$ cat src/rtl/hazard_stall_ctrl.sv
// hazard_stall_ctrl
// Hazard controller for the 5-stage MIPS pipeline, placed beside the ID/EX
// forwarding logic. It handles three hazards that forwarding cannot resolve:
// load-use stalls, taken-branch flushes, and the HI/LO interlock of the
// multi-cycle mult/div unit. It also keeps a saturating count of stall cycles
// for performance debug.
module hazard_stall_ctrl #(
    parameter int MUL_CYCLES = 4,
    parameter int DIV_CYCLES = 32,
    parameter int CNT_W      = 6
) (
    input  logic        clk,
    input  logic        reset,
    input  logic        IDEX_MemRead,
    input  logic [4:0]  IDEX_Rt,
    input  logic [4:0]  IFID_Rs,
    input  logic [4:0]  IFID_Rt,
    input  logic        IFID_UsesRt,
    input  logic        IFID_HiLoUse,
    input  logic        BranchTaken,
    input  logic        MD_start,
    input  logic        MD_is_div,
    output logic        PCWrite,
    output logic        IFIDWrite,
    output logic        IFID_Flush,
    output logic        IDEX_Bubble,
    output logic        MD_busy,
    output logic        MD_done,
    output logic        MD_err,
    output logic [15:0] StallCount
);

    typedef enum logic {
        S_IDLE = 1'b0,
        S_BUSY = 1'b1
    } md_state_t;

    // The counter holds "cycles left minus one", so a load of N-1 gives
    // exactly N busy cycles, with MD_done on the cycle where it reads zero.
    localparam logic [CNT_W-1:0] MUL_LOAD = CNT_W'(MUL_CYCLES - 1);
    localparam logic [CNT_W-1:0] DIV_LOAD = CNT_W'(DIV_CYCLES - 1);

    md_state_t        r_state;
    logic [CNT_W-1:0] r_cnt;
    logic             r_err;
    logic [15:0]      r_stall_cnt;

    logic w_load_use;
    logic w_hilo_stall;
    logic w_stall;
    logic w_md_busy;
    logic w_md_done;

    // Hazard detection. $zero is never a real dependency, and rt only
    // matters when the ID instruction actually reads it.
    assign w_load_use   = IDEX_MemRead && (IDEX_Rt != 5'd0) &&
                          ((IDEX_Rt == IFID_Rs) ||
                           (IFID_UsesRt && (IDEX_Rt == IFID_Rt)));
    assign w_md_busy    = (r_state == S_BUSY);
    assign w_md_done    = w_md_busy && (r_cnt == '0);
    // HI/LO is written at the end of the done cycle, so the interlock still
    // holds in that cycle. The ID instruction then reads fresh HI/LO one
    // cycle later.
    assign w_hilo_stall = w_md_busy && IFID_HiLoUse;
    // A taken branch squashes the stalled instruction anyway, so it wins.
    assign w_stall      = (w_load_use || w_hilo_stall) && !BranchTaken;

    // Pipeline control outputs: zero-latency decode of flush/stall, forced
    // to the run state while reset is asserted.
    always_comb begin
        // NOTE: every output gets a default first so that no path through
        // the if/else chain leaves one unassigned and infers a latch.
        PCWrite     = 1'b1;
        IFIDWrite   = 1'b1;
        IFID_Flush  = 1'b0;
        IDEX_Bubble = 1'b0;
        if (!reset) begin
            if (BranchTaken) begin
                IFID_Flush  = 1'b1;
                IDEX_Bubble = 1'b1;
            end else if (w_stall) begin
                PCWrite     = 1'b0;
                IFIDWrite   = 1'b0;
                IDEX_Bubble = 1'b1;
            end
        end
    end

    assign MD_busy    = w_md_busy && !reset;
    assign MD_done    = w_md_done && !reset;
    assign MD_err     = r_err;
    assign StallCount = r_stall_cnt;

    // Mult/div occupancy FSM. A start while busy is dropped and latched as
    // a sticky error. Reset aborts the operation without a done strobe.
    always_ff @(posedge clk) begin
        // NOTE: state registers use non-blocking assignments so that every
        // right-hand side sees the pre-edge value regardless of order.
        if (reset) begin
            r_state <= S_IDLE;
            r_cnt   <= '0;
            r_err   <= 1'b0;
        end else begin
            case (r_state)
                S_IDLE: begin
                    if (MD_start) begin
                        r_state <= S_BUSY;
                        r_cnt   <= MD_is_div ? DIV_LOAD : MUL_LOAD;
                    end
                end
                S_BUSY: begin
                    if (MD_start) begin
                        r_err <= 1'b1;
                    end
                    if (r_cnt == '0) begin
                        r_state <= S_IDLE;
                    end else begin
                        r_cnt <= r_cnt - CNT_W'(1);
                    end
                end
                default: r_state <= S_IDLE;
            endcase
        end
    end

    // Saturating stall-cycle counter. Flush cycles are not stalls, so they
    // are not counted.
    always_ff @(posedge clk) begin
        if (reset) begin
            r_stall_cnt <= 16'd0;
        end else if (w_stall && (r_stall_cnt != 16'hFFFF)) begin
            r_stall_cnt <= r_stall_cnt + 16'd1;
        end
    end

endmodule

$ cat config.mk
export PLATFORM = sky130hd
export DESIGN_NAME = hazard_stall_ctrl
export DESIGN_NICKNAME = d
export VERILOG_FILES = /design/src/rtl/hazard_stall_ctrl.sv
export SDC_FILE = /design/constraint.sdc
export NUM_CORES = 1
export LEC_CHECK = 0
export BUFFER_PORTS_ARGS = -buffer_cell sky130_fd_sc_hd__buf_4
export CORE_ASPECT_RATIO = 0.9
export CORE_MARGIN = 2
export CORE_UTILIZATION = 42
export CTS_CLUSTER_SIZE = 40
export DETAILED_ROUTE_END_ITERATION = 10
export PLACE_DENSITY = 0.7
export SYNTH_ARGS = -nofsm -noshare
export SYNTH_HDL_FRONTEND = slang
export SYNTH_SLANG_ARGS = --single-unit
$ cat constraint.sdc
create_clock -name clk -period 2.4 [get_ports clk]
set_input_delay 0.24 -clock clk [delete_from_list [all_inputs] [get_ports clk]]
set_output_delay 0.24 -clock clk [all_outputs]
set_load 0.05 [all_outputs]
# After elaboration in Yosys (flattened, before gate mapping)
# Cells that the tools add are included.
# op_classes
add_sub_neg	2
n_eq_ne	5
muxes	15
bitwise_logic	1
n_reduce_logical	17
# ops
operator	n
$add 16x1->16 const B	1
$ne 16x16->1 const B	1
$mux 6	2
$pmux 6 s2	1
$eq 5x5->1	2
$mux 1	10
$logic_and 1x1->1	9
$logic_not 6->1	1
$sub 6x1->6 const B	1
$mux 5	1
$reduce_bool 5->1	1
$ne 2x2->1 const B	2
$reduce_and 2->1	2
$logic_not 1->1	2
$logic_or 1x1->1	2
$pmux 1 s2	1
$not 1->1	1
# totals
register_bits	24
inputBits	23
out_inout_bits	23

# Longest topological paths before layout
# Gate-level depths: netlist (run 1).
# depth
ltp_word	9
ltp_mapped	8

# Worst setup path after synthesis (run 1)
# OpenSTA, ideal clock, no wires.
# synth_path
kind	reg2reg
start	register r_stall_cnt[0], in the netlist StallCount[0]
end	register r_stall_cnt[11], in the netlist StallCount[11]
arrival_time_ns	2.014
required_ns	2.279
path_slack_ns	0.266
path_stages_with_launch	8
cell_sequence	dfxtp_1 > ha_1 > nand4_1 > o41ai_1 > a21oi_2 > nand2_4 > nor4_1 > mux2_2
# synth_via
elab_chain_cells	2
elab_cells_between_ends	3
classes_between	add/sub (1); eq/ne (1); reduce/logical (1)
# synth_lines
element	line_no	rtl
start: declaration	46	logic [15:0] r_stall_cnt;
start signal: assignment	132	r_stall_cnt <= r_stall_cnt + 16'd1;
branches (longest 2 deep; another with $add 16x1->16)	n/a	
# Parallel ways; which one is timed is not known.
# A chain may end at the register's enable or synchronous reset.

# Worst setup path in the final report (run 1)
# layout_path
start	register r_state
end	register r_stall_cnt[11], in the netlist StallCount[11]
# layout_via
elab_chain_cells	4
# layout_lines
element	line_no	rtl
start: declaration	43	md_state_t r_state;
start signal: assignment	100	r_state <= S_IDLE;
start signal: assignment	107	r_state <= S_BUSY;
start signal: assignment	116	r_state <= S_IDLE;
$logic_and 1x1->1	64	assign w_hilo_stall = w_md_busy && IFID_HiLoUse;
$logic_or 1x1->1	66	assign w_stall = (w_load_use || w_hilo_stall) && !BranchTaken;
$logic_and 1x1->1	66	
$logic_and 1x1->1	131	end else if (w_stall && (r_stall_cnt != 16'hFFFF)) begin
# No other way between the ends.

==> flow_summary.yaml, run 1 <==
cts:
  h-tree-depth: 1
  hold_buffers: 0
  clock_sinks: 24
  cts_max_path_buffers: 2
  root_buffer: "clkbuf_8"
  clkTransAtPathRegs_ns: 0.09
  cts_buffers: 3
  cts_tree: "done"
  post_cts_buffers: 0
  ctsResizeCount: 0
  clk_latency_ns: 0.27
synth:
  syn_inst: 173
  synth_top_cell_by_area: "dfxtp_1"
  synth_nets: 198
  ys_top_cells_by_count: "dfxtp_1, nor2_1, nand3_1"
  synth_cell_types: 43
  ys_warn_count: 0
  synth_area_leaders: "dfxtp_1, nor2_1, xnor2_1"
  netlist_area_um2: 1400
  yosys_most_used_dff: "dfxtp_1"
  synth_top_area_share: 0.343
  ys_async_sr_fraction: 0
  ys_seq_elements: 24
  synth.avg_cell_area_um2: 8.09
  synth_edf_count: 0
  yosysSeqAreaShare: 0.343
routing:
  drcViolationCount: 0
  via_per_inst: 5.48
  totalWireLength_um: 3430
  vias: 1419
  route.antenna.remaining_nets: 0
  wl_per_cell_um: 13.3
  drt-initial-drc-count: 100
  dr.pass1.iters: 4
placement:
  place_hpwl_um: 2640
  gp_congestion: 0.856
  numPortBuffers: 45
global_routing:
  grt_max_degree: 32
  antenna_found_initial: 0
  grt_use_total: 0.196
  grt.overflow.total: 0
  grt_pass1_vias: 1357
  grt_pass1_wl_um: 5960
worst_setup_path:
  crit_slowest_cell: "dfxtp_1"
  end_kind: "register"
  required_ns: 2.57
  cp-start-kind: "register"
  worstSetupPathType: "register to register"
  crit_fanout: 12
  cp_cell_sequence: "nand2_1, a21oi_2, nand2_4, nor4_1, mux2_2"
  cp_num_buf_inv: 0
  worstPathArrival_ns: 2.29
  critPathTopFamily: "simple AND/OR/NAND/NOR gates"
  critPathMaxStageDelay_ns: 0.53
power:
  powerDensity_nw_per_um2: 539
  finalPower_mw: 0.990
  p_leak_nw: 0.765
  vdd_drop_max_uv: 408
timing:
  rsz0062_at_grt: "false"
  relSlewSlack: 0.693
  max_freq_mhz: 471
  setup_viol: 0
  hold_viol: 0
  period_minus_slack_ns: 2.12
  fin_worst_skew_ns: 0.00510
  report.final.slew_viol_count: 0
  fin_crit_sh: 0.884
  max_slew.worst_pin.slew_ns: 0.456
  tns_ns: 0
final_layout:
  ff_latch_area_um2: 480
  multi_input_area_um2: 881
  final_nets: 243
  diodes: 0
  drive_gt1_frac: 0.263
  synthToLayoutAreaGrowth_pct: 31.4
  fillers: 287
floorplanning:
  die_h_um: 58.8
  fp.dieW_um: 64.8
  io_pins: 46
  start_util: 0.449
  fp.coreArea_um2: 3110
  row_count: 19
  die_area_um2: 3810
run:
  cap_violations: 0
status:
  status: "finished, final reports clean"
min_path:
  hold_path.class: "input port to register"
-- where the power goes --
| part | internal, mW | switching [mW] |
|---|---|---|
| Sequential | 0.413 | 0.0176 |
| Combinational | 0.0856 | 0.117 |
| Clock | 0.223 | 0.134 |
| Total | 0.722 | 0.268 |
-- layout make-up --
class | instances | share of cell area
Inverter | 4 | 0.00817
Timing Repair Buffer | 45 | 0.184
Clock inverter | 1 | 0.0163
Tap cell | 42 | 0.0286
Clock buffer | 3 | 0.0225
Multi-Input combinational cell | 140 | 0.479
Sequential cell | 24 | 0.261
-- state kept, by name, indices dropped and copies added, names as in the netlist --
| register | cells |
|---|---|
| StallCount | 16 |
| r_cnt | 6 |
| MD_err | 1 |
| r_state | 1 |
-- per-layer routing --
layer	track usage	vias to the layer above	wire length, µm	part of all wire
li1	-	709	-	-
met1	0.237	661	1550	0.45
met2	0.340	42	1680	0.49
met3	0.0574	7	188	0.055
met4	0.0578	0	23	0.0067
met5	0	-	0	0
-- logic make-up (layout without fill, tap and decap cells) --
kind of cell,after synthesis,count (layout),synth area share
AOI/OAI and AO/OA,31,31,0.151
xor gates and xnor gates,19,19,0.119
adders and majority gates,2,2,0.0179
buffers and inverters,9,53,0.0268
DFF,24,24,0.343
muxes,2,2,0.0152
and+or+nand+nor,86,86,0.326
-- per-stage QoR --
| step | utilization | area (µm²) | worst slack, ns | hold WS, ns | instances |
|---|---|---|---|---|---|
| 3_5_place_dp | 0.567 | 1770 | 0.302 | 0.481 | 255 |
| 3_3_place_gp | 0.567 | 1770 | 0.392 | 0.459 | 255 |
| 6_report | 0.590 | 1840 | 0.279 | 0.245 | 259 |
| 4_1_cts | 0.590 | 1840 | 0.293 | 0.242 | 259 |
| 5_1_grt | 0.590 | 1840 | 0.113 | 0.281 | 259 |
| 2_1_floorplan | - | 1400 | 0.266 | 0.385 | 173 |
-- placed cells by master (no fill, tap or decap), types with 4 or more instances in the layout --
| master | instances |
|---|---|
| a21oi_1 | 10 |
| nor3_1 | 5 |
| inv_1 | 4 |
| nand2b_1 | 4 |
| xor2_1 | 9 |
| xnor2_1 | 10 |
| dfxtp_1 | 24 |
| buf_4 | 45 |
| nor2b_1 | 4 |
| and3_1 | 5 |
| nor2_1 | 24 |
| nand3_1 | 13 |
| nand2_1 | 10 |
| nand4_1 | 6 |
| o21ai_0 | 7 |
-- worst reg2reg max path: stages (launching register included) --
cell and delay (ns):
dfxtp_1 0.53, nand2_1 0.23, a21oi_2 0.46, nand2_4 0.15, nor4_1 0.28, mux2_2 0.37
-- final timing paths --
path	start	to	slack, ns	depth (start not counted)
worst max-delay path	r_state	StallCount[11]	0.28	5
worst min-delay path	MD_start	MD_err	0.24	3
worst max register to register	r_state	StallCount[11]	0.28	5
worst min register to register	r_cnt[0]	r_cnt[0]	0.49	1
Note: power is estimated with default switching activity, not from simulation.
==> run 2: changes to the inputs <==
--- a/config.mk
+++ b/config.mk
@@ -6,12 +6,14 @@
 export NUM_CORES = 1
 export LEC_CHECK = 0
 export BUFFER_PORTS_ARGS = -buffer_cell sky130_fd_sc_hd__buf_4
+export CELL_PAD_IN_SITES_DETAIL_PLACEMENT = 0
+export CELL_PAD_IN_SITES_GLOBAL_PLACEMENT = 1
 export CORE_ASPECT_RATIO = 0.9
 export CORE_MARGIN = 2
-export CORE_UTILIZATION = 42
+export CORE_UTILIZATION = 36
 export CTS_CLUSTER_SIZE = 40
 export DETAILED_ROUTE_END_ITERATION = 10
-export PLACE_DENSITY = 0.7
+export PLACE_DENSITY = 0.81
 export SYNTH_ARGS = -nofsm -noshare
 export SYNTH_HDL_FRONTEND = slang
 export SYNTH_SLANG_ARGS = --single-unit
==> run 2 against run 1 <==
  * Design area up 0.27%
  * Combinational power barely moved
  * Core utilization fell by 9.6 points
  * Global-route usage is 3.0 points lower
  * Final cell count increased by 1.5%
  * Register-to-register slack about the same
  * First-iteration DRC count down 20%
  * Non-clock buffer count stayed put
  * Critical path type unchanged
  * Largest cell class unchanged
==> flow_summary.yaml, run 2 (synthesized netlist as in run 1, its figures left out) <==
status:
  status: "finished, final reports clean"
final_layout:
  mostFrequentLayoutCells: "buf_4, dfxtp_1, nor2_1, nand3_1"
  diodes: 0
  largest_reg_flops: 16
  fin_util: 0.494
  final_nets: 243
  final_common_cell: "buf_4"
  synthToLayoutAreaGrowth_pct: 31.8
  drive_gt1_frac: 0.263
timing:
  hold_viol: 0
  max_freq_mhz: 472
  report.final.slew_viol_count: 0
  fin_worst_skew_ns: 0.00722
  tns_ns: 0
  hold_ws_ns: 0.239
  relSlewSlack: 0.677
  fin_crit_sh: 0.884
  finalWorstSetupSlack_ns: 0.279
  max_slew.worst_pin.slew_ns: 0.484
  period_minus_slack_ns: 2.12
  setup_viol: 0
  rsz0062_at_grt: "false"
placement:
  dp_slack_ns: 0.305
  gp_congestion: 0.833
  place_hpwl_um: 2740
  numPortBuffers: 45
cts:
  root_buffer: "clkbuf_8"
  clk_latency_ns: 0.27
  ctsResizeCount: 0
  clock_sinks: 24
  h-tree-depth: 1
  cts_tree: "done"
  cts_max_path_buffers: 2
  post_cts_buffers: 0
  clkTransAtPathRegs_ns: 0.09
  cts_buffers: 3
  hold_buffers: 0
floorplanning:
  fp.dieW_um: 69.7
  row_count: 21
  start_util: 0.375
  die_area_um2: 4400
  die_h_um: 63.1
  fp.coreArea_um2: 3730
  io_pins: 46
worst_setup_path:
  worstSetupPathType: "register to register"
  end_kind: "register"
  crit_fanout: 12
  worstPathArrival_ns: 2.29
  required_ns: 2.57
  cp-start-kind: "register"
global_routing:
  antenna_found_initial: 0
  grt_max_degree: 32
  grt_pass1_wl_um: 6040
  grt.overflow.total: 0
  grt_pass1_vias: 1335
  grt_use_total: 0.166
routing:
  via_per_inst: 5.37
  totalWireLength_um: 3510
  drcViolationCount: 0
  vias: 1411
  drt-initial-drc-count: 80
  dr.pass1.iters: 4
  route.antenna.remaining_nets: 0
  wl_per_cell_um: 13.3
power:
  finalPower_mw: 0.987
  p_leak_nw: 0.765
  vdd_drop_max_uv: 301
  powerDensity_nw_per_um2: 536
run:
  cap_violations: 0
min_path:
  hold_path.class: "input port to register"
## run 2: cell counts in the layout (fill, tap and decap cells not counted)
Identical to the previous run, type by type.
## run 2: worst max-delay path: stages (launching register included)
cell and delay, ns:
dfxtp_1 0.52, nand2_1 0.24, a21oi_2 0.47, nand2_4 0.15, nor4_1 0.28, mux2_2 0.36
## run 2: power breakdown
| part | internal [mW] | switching [mW] |
|---|---|---|
| registers | 0.413 | 0.0180 |
| logic | 0.0853 | 0.116 |
| clock network | 0.223 | 0.132 |
| total | 0.721 | 0.266 |
## run 2: path summary, 6_finish.rpt
path              slack [ns]      from  depth (start not counted)              to
setup / recovery        0.28   r_state                          5  StallCount[11]
hold / removal          0.24  MD_start                          3          MD_err
setup reg to reg        0.28   r_state                          5  StallCount[11]
hold reg to reg         0.49    MD_err                          2          MD_err
## run 2: per-stage QoR
stage | instances | instance area (µm²)
finish | 263 | 1840
global route | 263 | 1840
CTS | 263 | 1840
detailed placement | 259 | 1770
global placement | 259 | 1770
floorplan | 173 | 1400
## run 2: layout make-up
cell class,count,area [µm²]
repair buffers,45,338
fillers,377,1890
inverters,4,15.0
flip-flops and latches,24,480
clock inverters,1,30.0
multi-input cells,140,881
well taps,46,57.6
clock buffers,3,41.3
## run 2: routing by layer
metal / GRT usage / wire [µm]
met1: 0.213 / 1620
met2: 0.291 / 1690
met4: 0.0216 / 13
met5: 0 / 0
met3: 0.0416 / 190
==> run 3: changes to the inputs <==
--- a/config.mk
+++ b/config.mk
@@ -6,7 +6,7 @@
 export NUM_CORES = 1
 export LEC_CHECK = 0
 export BUFFER_PORTS_ARGS = -buffer_cell sky130_fd_sc_hd__buf_4
-export CELL_PAD_IN_SITES_DETAIL_PLACEMENT = 0
+export CELL_PAD_IN_SITES_DETAIL_PLACEMENT = 1
 export CELL_PAD_IN_SITES_GLOBAL_PLACEMENT = 1
 export CORE_ASPECT_RATIO = 0.9
 export CORE_MARGIN = 2
==> run 3 against run 2 <==
  * Critical path depth is the same
  * Sequential cell count is the same
  * Critical endpoint unchanged
  * Critical path type unchanged
  * Highest routed layer unchanged
  * Design area is the same
  * Combinational power grew 4%
  * Clock power is essentially flat
  * Largest power group unchanged
==> flow_summary.yaml, run 3 (synthesized netlist as in run 1, its figures left out) <==
timing:
  finalWorstSetupSlack_ns: 0.272
  relSlewSlack: 0.617
  report.final.slew_viol_count: 0
  hold_viol: 0
  tns_ns: 0
  rsz0062_at_grt: "false"
  setup_viol: 0
  max_slew.worst_pin.slew_ns: 0.568
  fin_crit_sh: 0.887
  period_minus_slack_ns: 2.13
  max_freq_mhz: 470
  fin_worst_skew_ns: 0.00909
floorplanning:
  io_pins: 46
  start_util: 0.375
  die_area_um2: 4400
  die_h_um: 63.1
  row_count: 21
  fp.dieW_um: 69.7
  fp.coreArea_um2: 3730
cts:
  h-tree-depth: 1
  clk_latency_ns: 0.27
  cts_tree: "done"
  cts_buffers: 3
  root_buffer: "clkbuf_8"
  cts_max_path_buffers: 2
  clock_sinks: 24
  hold_buffers: 0
  post_cts_buffers: 0
  ctsResizeCount: 0
  clkTransAtPathRegs_ns: 0.09
status:
  status: "finished, final reports clean"
routing:
  route.antenna.remaining_nets: 0
  wl_per_cell_um: 16.5
  totalWireLength_um: 4330
  via_per_inst: 5.60
  drt-initial-drc-count: 97
  vias: 1472
  drcViolationCount: 0
  dr.pass1.iters: 4
final_layout:
  mostFrequentLayoutCells: "buf_4, dfxtp_1, nor2_1, nand3_1"
  drive_gt1_frac: 0.263
  largest_reg_flops: 16
  final_nets: 243
  synthToLayoutAreaGrowth_pct: 31.8
  fillers: 475
  final_common_cell: "buf_4"
  ff_latch_area_um2: 480
  multi_input_area_um2: 881
  diodes: 0
worst_setup_path:
  crit_fanout: 12
  worstPathArrival_ns: 2.30
  required_ns: 2.57
  cp-start-kind: "register"
  worstSetupPathType: "register to register"
  end_kind: "register"
power:
  p_int_mw: 0.722
  p_leak_nw: 0.765
  p_sw_mw: 0.274
  switching_share: 0.275
  vdd_drop_max_uv: 360
  p_clk_frac: 0.355
  combPwrFrac: 0.211
  powerDensity_nw_per_um2: 540
  power_frac_seq: 0.434
min_path:
  hold_path.class: "input port to register"
placement:
  gp_congestion: 0.833
  place_hpwl_um: 3340
  dp_slack_ns: 0.298
  numPortBuffers: 45
run:
  cap_violations: 0
global_routing:
  grt_use_total: 0.203
  grt.overflow.total: 0
  grt_pass1_vias: 1541
  antenna_found_initial: 0
  grt_max_degree: 32
  grt_pass1_wl_um: 7220
==> run 3: cell counts in the layout (fill, tap and decap cells not counted) <==
No cell type changed its count.
==> run 3: worst paths after layout <==
kind / start / endpoint / slack, ns / cells after the start
worst max register to register: r_state / StallCount[11] / 0.27 / 5
worst min register to register: MD_err / MD_err / 0.49 / 2
worst min-delay path: MD_start / MD_err / 0.25 / 3
worst max-delay path: r_state / StallCount[11] / 0.27 / 5
==> run 3: worst max-delay path, cell delays in order (launching register included) <==
cell	delay, ns
dfxtp_1	0.54
nand2_1	0.24
a21oi_2	0.46
nand2_4	0.15
nor4_1	0.27
mux2_2	0.36
==> run 3: metal layers <==
metal  track usage  vias to the layer above  share of wire
met5             0                        -              0
met4        0.0625                        0          0.018
met3        0.0464                        8          0.039
met2         0.369                       32           0.51
met1         0.238                      723           0.44
li1              -                      709              -
==> run 3: final cells by class <==
type | instances | area share
repair buffers | 45 | 0.183
clock buffers | 3 | 0.0224
clock inverters | 1 | 0.0163
inverters | 4 | 0.00815
flip-flops and latches | 24 | 0.261
multi-input cells | 140 | 0.478
well taps | 46 | 0.0312
==> run 3: stage by stage <==
stage | hold slack [ns] | utilization | cell area (µm²) | cells | total power, mW
after detailed placement | 0.469 | 0.475 | 1770 | 259 | 0.649
after floorplan | 0.385 | - | 1400 | 173 | 0.574
final | 0.248 | 0.494 | 1840 | 263 | 0.996
after global placement | 0.462 | 0.475 | 1770 | 259 | 0.638
after CTS | 0.248 | 0.494 | 1840 | 263 | 1.01
after global routing | 0.278 | 0.494 | 1840 | 263 | 1.05
==> run 3: power groups by stage <==
stage          registers (mW)  logic, mW  clock network (mW)
4_1_cts                 0.432      0.212               0.362
6_report                0.432      0.210               0.353
3_3_place_gp            0.439      0.198                   0
2_1_floorplan           0.440      0.134                   0
5_1_grt                 0.436      0.232               0.385
3_5_place_dp            0.441      0.209                   0
